==> src/rtl/stopwatch_core.sv <==
// stopwatch_core: centisecond stopwatch with a BCD MM:SS.cc counter,
// start/stop, lap-freeze and clear. The counter advances on the upstream
// centisecond enable while running. A snapshot register holds the lap
// value that is shown while the lap is frozen.

module stopwatch_core #(
  parameter int MINUTE_MAX = 59
) (
  input  logic       clk,
  input  logic       reset,
  input  logic       tick,
  input  logic       start_stop,
  input  logic       lap,
  input  logic       clear,
  output logic [3:0] min_t,
  output logic [3:0] min_o,
  output logic [3:0] sec_t,
  output logic [3:0] sec_o,
  output logic [3:0] cs_t,
  output logic [3:0] cs_o,
  output logic       running,
  output logic       lap_hold,
  output logic       overflow
);

  typedef enum logic [1:0] {
    IDLE  = 2'd0,
    RUN   = 2'd1,
    PAUSE = 2'd2,
    LAP   = 2'd3
  } state_t;

  // The minute limit is split into BCD tens and ones for the wrap compare.
  localparam logic [3:0] MAX_T = 4'(MINUTE_MAX / 10);
  localparam logic [3:0] MAX_O = 4'(MINUTE_MAX % 10);

  state_t state;

  logic [3:0] cnt_mt, cnt_mo, cnt_st, cnt_so, cnt_ct, cnt_co;
  logic [3:0] snap_mt, snap_mo, snap_st, snap_so, snap_ct, snap_co;
  logic [3:0] nxt_mt, nxt_mo, nxt_st, nxt_so, nxt_ct, nxt_co;

  logic cmd_ss, cmd_lap, cmd_clr;
  logic count_en;
  logic carry_co, carry_ct, carry_so, carry_st, wrap;

  // Resolve simultaneous commands: start_stop beats lap, lap beats clear.
  always_comb begin
    cmd_ss  = start_stop;
    cmd_lap = lap & ~start_stop;
    cmd_clr = clear & ~start_stop & ~lap;
  end

  // A tick counts only against the current registered state.
  always_comb begin
    count_en = tick & ((state == RUN) | (state == LAP));
  end

  // Carry chain across all six digits so a full ripple lands in one edge.
  always_comb begin
    carry_co = (cnt_co == 4'd9);
    carry_ct = carry_co & (cnt_ct == 4'd9);
    carry_so = carry_ct & (cnt_so == 4'd9);
    carry_st = carry_so & (cnt_st == 4'd5);
    wrap     = carry_st & (cnt_mt == MAX_T) & (cnt_mo == MAX_O);
  end

  // Next-count value, one centisecond on from the current count.
  always_comb begin
    nxt_co = carry_co ? 4'd0 : cnt_co + 4'd1;

    nxt_ct = cnt_ct;
    if (carry_co) begin
      nxt_ct = carry_ct ? 4'd0 : cnt_ct + 4'd1;
    end

    nxt_so = cnt_so;
    if (carry_ct) begin
      nxt_so = carry_so ? 4'd0 : cnt_so + 4'd1;
    end

    nxt_st = cnt_st;
    if (carry_so) begin
      nxt_st = carry_st ? 4'd0 : cnt_st + 4'd1;
    end

    nxt_mt = cnt_mt;
    nxt_mo = cnt_mo;
    if (carry_st) begin
      if (wrap) begin
        nxt_mt = 4'd0;
        nxt_mo = 4'd0;
      end else if (cnt_mo == 4'd9) begin
        nxt_mo = 4'd0;
        nxt_mt = cnt_mt + 4'd1;
      end else begin
        nxt_mo = cnt_mo + 4'd1;
      end
    end
  end

  // Control state machine with registered running/lap_hold flags.
  always_ff @(posedge clk or posedge reset) begin
    if (reset) begin
      state    <= IDLE;
      running  <= 1'b0;
      lap_hold <= 1'b0;
    end else begin
      case (state)
        IDLE: begin
          if (cmd_ss) begin
            state    <= RUN;
            running  <= 1'b1;
            lap_hold <= 1'b0;
          end
        end
        RUN: begin
          if (cmd_ss) begin
            state    <= PAUSE;
            running  <= 1'b0;
            lap_hold <= 1'b0;
          end else if (cmd_lap) begin
            state    <= LAP;
            running  <= 1'b1;
            lap_hold <= 1'b1;
          end
        end
        LAP: begin
          if (cmd_ss) begin
            state    <= PAUSE;
            running  <= 1'b0;
            lap_hold <= 1'b0;
          end else if (cmd_lap) begin
            state    <= RUN;
            running  <= 1'b1;
            lap_hold <= 1'b0;
          end
        end
        PAUSE: begin
          if (cmd_ss) begin
            state    <= RUN;
            running  <= 1'b1;
            lap_hold <= 1'b0;
          end else if (cmd_clr) begin
            state    <= IDLE;
            running  <= 1'b0;
            lap_hold <= 1'b0;
          end
        end
        default: begin
          state    <= IDLE;
          running  <= 1'b0;
          lap_hold <= 1'b0;
        end
      endcase
    end
  end

  // Live counter: advances on counting ticks, zeroed by clear from PAUSE.
  always_ff @(posedge clk or posedge reset) begin
    if (reset) begin
      cnt_mt <= 4'd0;
      cnt_mo <= 4'd0;
      cnt_st <= 4'd0;
      cnt_so <= 4'd0;
      cnt_ct <= 4'd0;
      cnt_co <= 4'd0;
    end else if ((state == PAUSE) && cmd_clr) begin
      cnt_mt <= 4'd0;
      cnt_mo <= 4'd0;
      cnt_st <= 4'd0;
      cnt_so <= 4'd0;
      cnt_ct <= 4'd0;
      cnt_co <= 4'd0;
    end else if (count_en) begin
      cnt_mt <= nxt_mt;
      cnt_mo <= nxt_mo;
      cnt_st <= nxt_st;
      cnt_so <= nxt_so;
      cnt_ct <= nxt_ct;
      cnt_co <= nxt_co;
    end
  end

  // Snapshot captures the pre-increment count when a lap is taken from RUN.
  always_ff @(posedge clk or posedge reset) begin
    if (reset) begin
      snap_mt <= 4'd0;
      snap_mo <= 4'd0;
      snap_st <= 4'd0;
      snap_so <= 4'd0;
      snap_ct <= 4'd0;
      snap_co <= 4'd0;
    end else if ((state == PAUSE) && cmd_clr) begin
      snap_mt <= 4'd0;
      snap_mo <= 4'd0;
      snap_st <= 4'd0;
      snap_so <= 4'd0;
      snap_ct <= 4'd0;
      snap_co <= 4'd0;
    end else if ((state == RUN) && cmd_lap) begin
      snap_mt <= cnt_mt;
      snap_mo <= cnt_mo;
      snap_st <= cnt_st;
      snap_so <= cnt_so;
      snap_ct <= cnt_ct;
      snap_co <= cnt_co;
    end
  end

  // Sticky overflow: set on wrap past the top minute, dropped only by clear.
  always_ff @(posedge clk or posedge reset) begin
    if (reset) begin
      overflow <= 1'b0;
    end else if ((state == PAUSE) && cmd_clr) begin
      overflow <= 1'b0;
    end else if (count_en && wrap) begin
      overflow <= 1'b1;
    end
  end

  // Display shows the frozen snapshot in LAP and the live count otherwise.
  always_comb begin
    if (state == LAP) begin
      min_t = snap_mt;
      min_o = snap_mo;
      sec_t = snap_st;
      sec_o = snap_so;
      cs_t  = snap_ct;
      cs_o  = snap_co;
    end else begin
      min_t = cnt_mt;
      min_o = cnt_mo;
      sec_t = cnt_st;
      sec_o = cnt_so;
      cs_t  = cnt_ct;
      cs_o  = cnt_co;
    end
  end

endmodule

==> config.mk <==
export PLATFORM = sky130hd
export DESIGN_NAME = stopwatch_core
export DESIGN_NICKNAME = d
export VERILOG_FILES = /design/src/rtl/stopwatch_core.sv
export SDC_FILE = /design/constraint.sdc
export NUM_CORES = 1
export LEC_CHECK = 0
export ABC_AREA = 1
export BUFFER_PORTS_ARGS = -buffer_cell sky130_fd_sc_hd__buf_2
export CAP_MARGIN = 30
export CORE_ASPECT_RATIO = 0.8
export CORE_MARGIN = 1
export CORE_UTILIZATION = 45
export CTS_CLUSTER_SIZE = 40
export DETAILED_ROUTE_END_ITERATION = 10
export PLACE_DENSITY = 0.74
export SYNTH_ARGS = -nofsm -noshare
export SYNTH_HDL_FRONTEND = slang
export SYNTH_SLANG_ARGS = --single-unit
==> constraint.sdc <==
create_clock -name clk -period 2 [get_ports clk]
set_input_delay 0.1 -clock clk [delete_from_list [all_inputs] [get_ports clk]]
set_output_delay 0.1 -clock clk [all_outputs]
set_load 0.02 [all_outputs]
==> impl_metrics.csv <==
group,metric,value,unit
run_status,status,"finished, final reports clean",
place,dp_slack,0.283,ns
yosys,synth_top_area_share,46.0,%
pwr,power,3.82,mW
die,die_h,73.6,um
place,dpl.cell_count,450,
pwr,vdd_drop_max,0.000682,V
die,core,6040,um^2
place,portBuffers,32,
critical_path,cp-startpoint,"state[0]",
clock_tree,h-tree-depth,2,
timing,rsz0062_at_grt,"false",
clock_tree,cts_root_buffer,"clkbuf_8",
critical_path,reg2reg_depth,7,
yosys,synth_common_cells,"nand2_1, dfrtp_1, inv_1",
yosys,synth_edf_count,0,
layout,regArea,1330,um^2
grt,grt_max_degree,31,
layout,syn_to_final_growth,12.2,%
yosys,synth.avg_cell_area,8.38,um^2
yosys,yosysMostFrequentCell,"nand2_1",
timing,skew,0.0103,ns
die,io_pins,33,
yosys,yosysWarnings,0,
grt,grt_overflow_total,0,
timing,finalSetupViolCount,0,
critical_path,path_cells,"nor3_4, nand2_2, buf_4, nand2_2, nand3_1, nand2_1, nand2_1",
timing,hold_viol_final,0,
clock_tree,cts_tree,"built",
clock_tree,ctsLongestPathBuffers,2,
grt,grt_pass1_vias,2184,
yosys,netlist_instances,344,
yosys,yosys.cell_types.count,31,
route,postRouteAntennaNets,0,
clock_tree,cts.sinks,53,
clock_tree,clkLatencyLatePin,0.31,ns
yosys,async_reset_ff_share,100,%
clock_tree,numCtsBuffers,5,
grt,grt_first_pass_wirelength,10400,um
layout,nNetsFinal,395,
clock_tree,post-cts-setup-buffers,0,
critical_path,cp_slowest_cell,"dfrtp_1",
timing,period_minus_slack,1.71,ns
die,start_util,47.7,%
yosys,ys_seq_area_share,46.0,%
layout,multi_input_area,1270,um^2
layout,fin_util,53.5,%
route,drc,0,
route,dr.pass1.iters,4,
hold_path,hp-start,"lap",
route,drt_iter0_markers,126,
timing,finalCritPeriodShare,85.5,%
critical_path,cp_slowest_stage_delay,0.48,ns
yosys,synth_area,2880,um^2
yosys,synth_area_leaders,"dfrtp_1, nand2_1, o21ai_0",
timing,worst_slack,0.290,ns
yosys,synth.ff_latch_count,53,
route,wl_per_cell,13.4,um
critical_path,required,2.21,ns
yosys,syn-num-nets,362,
timing,timing.fmax,585,MHz
critical_path,critPathLaunchType,"flop",
route,vias_per_cell,5.05,
place,gp_congestion,0.810,
critical_path,end_kind,"flop",
die,die-area,6730,um^2
layout,drive_gt1_share,18.3,%
place,detailed_place_hpwl,4440,um
critical_path,setup.worst_path.class,"flop to flop",
timing,worst_pin_slew,0.553,ns
layout,fillers,574,
run,cap_violations,0,
die,num_rows,25,
grt,track_usage,19.6,%
critical_path,rr_startpoint,"state[0]",
critical_path,critPathMaxFanout,17,
route,vias,2315,
critical_path,critical_path_arrival,1.92,ns
grt,antenna_found_initial,0,
timing,relSlewSlack,63.1,%
yosys,synth_top_cell_by_area,"dfrtp_1",
die,die_w,91.5,um
clock_tree,cts.repair.resized,0,
clock_tree,clkSlewWorstSetupHoldPaths,0.10,ns
critical_path,ff2ff_setup_slack,0.29,ns
layout,fin_cells,458,
hold_path,hold_depth,2,
timing,tns,0,ns
timing,maxSlewViolCount,0,
pwr,power_density,1180,nW/um^2
layout,diodes,0,
pwr,p_leak,1.57,nW
yosys,synthFlopType,"dfrtp_1",
route,finalWirelength,6120,um
hold_path,min_path_type,"input port to flop",
[per-layer routing]
layer	up-vias	wire length [um]	global-route usage (%)
li1	1181	-	-
met5	-	0	0
met1	1079	3220	29.0
met4	0	44	4.23
met3	7	238	3.83
met2	48	2610	29.9
[cell families after synthesis]
logic type	count (synthesis)	synth area share (%)
XOR/XNOR	8	2.43
AND/OR/NAND/NOR	129	21.5
buffers and inverters	67	9.77
AO/OA/AOI/OAI	75	15.0
adder cells (fa/ha/maj)	12	5.21
flip-flops	53	46.0
[area by class of cell]
class	instances	area share [%]
flip-flops and latches	53	41.0
clock inverters	2	1.08
well taps	81	3.14
inverters	55	6.39
multi-input cells	224	39.4
clock buffers	5	2.13
repair buffers	38	6.81
[through the flow]
| step | cell area, um^2 | hold WS, ns |
|---|---|---|
| CTS | 3230 | 0.0945 |
| floorplan | 2880 | 0.207 |
| finish | 3230 | 0.0957 |
| global placement | 3120 | 0.180 |
| global route | 3230 | 0.121 |
| detailed placement | 3120 | 0.179 |
[what timing repair did]
action	in CTS	in global routing
endpoints found under the setup margin	0	0
hold buffers	1	0
hold endpoints to repair	23	0
[worst max-delay path: cells and delay by family (launching register included)]
| family | cells | cell delay [ns] |
|---|---|---|
| buffers and inverters | 1 | 0.26 |
| DFF | 1 | 0.48 |
| and+or+nand+nor | 6 | 0.87 |
[power breakdown]
group | internal [mW] | leakage (nW) | switching [mW]
sequential | 1.36 | 0.702 | 0.254
combinational | 0.497 | 0.816 | 0.987
clock | 0.365 | 0.0540 | 0.353
total | 2.22 | 1.57 | 1.59
[cell usage in the layout, fill, tap and decap left out, types with 5 or more instances in the layout]
cell / instances
nand2_1: 64
dfrtp_1: 53
inv_1: 50
o21ai_0: 42
buf_2: 32
nand3_1: 25
o22ai_1: 23
nor2_1: 17
ha_1: 12
xor2_1: 7
inv_2: 5
nand2_2: 5
clkbuf_8: 5
[path summary, 6_finish.rpt]
path	endpoint
setup / recovery	cnt_mt[1]
hold / removal	state[0]
setup reg to reg	cnt_mt[1]
hold reg to reg	lap_hold
max in group asynchronous	cnt_so[2]
min in group asynchronous	running
Note: power is estimated with default switching activity, not from simulation.
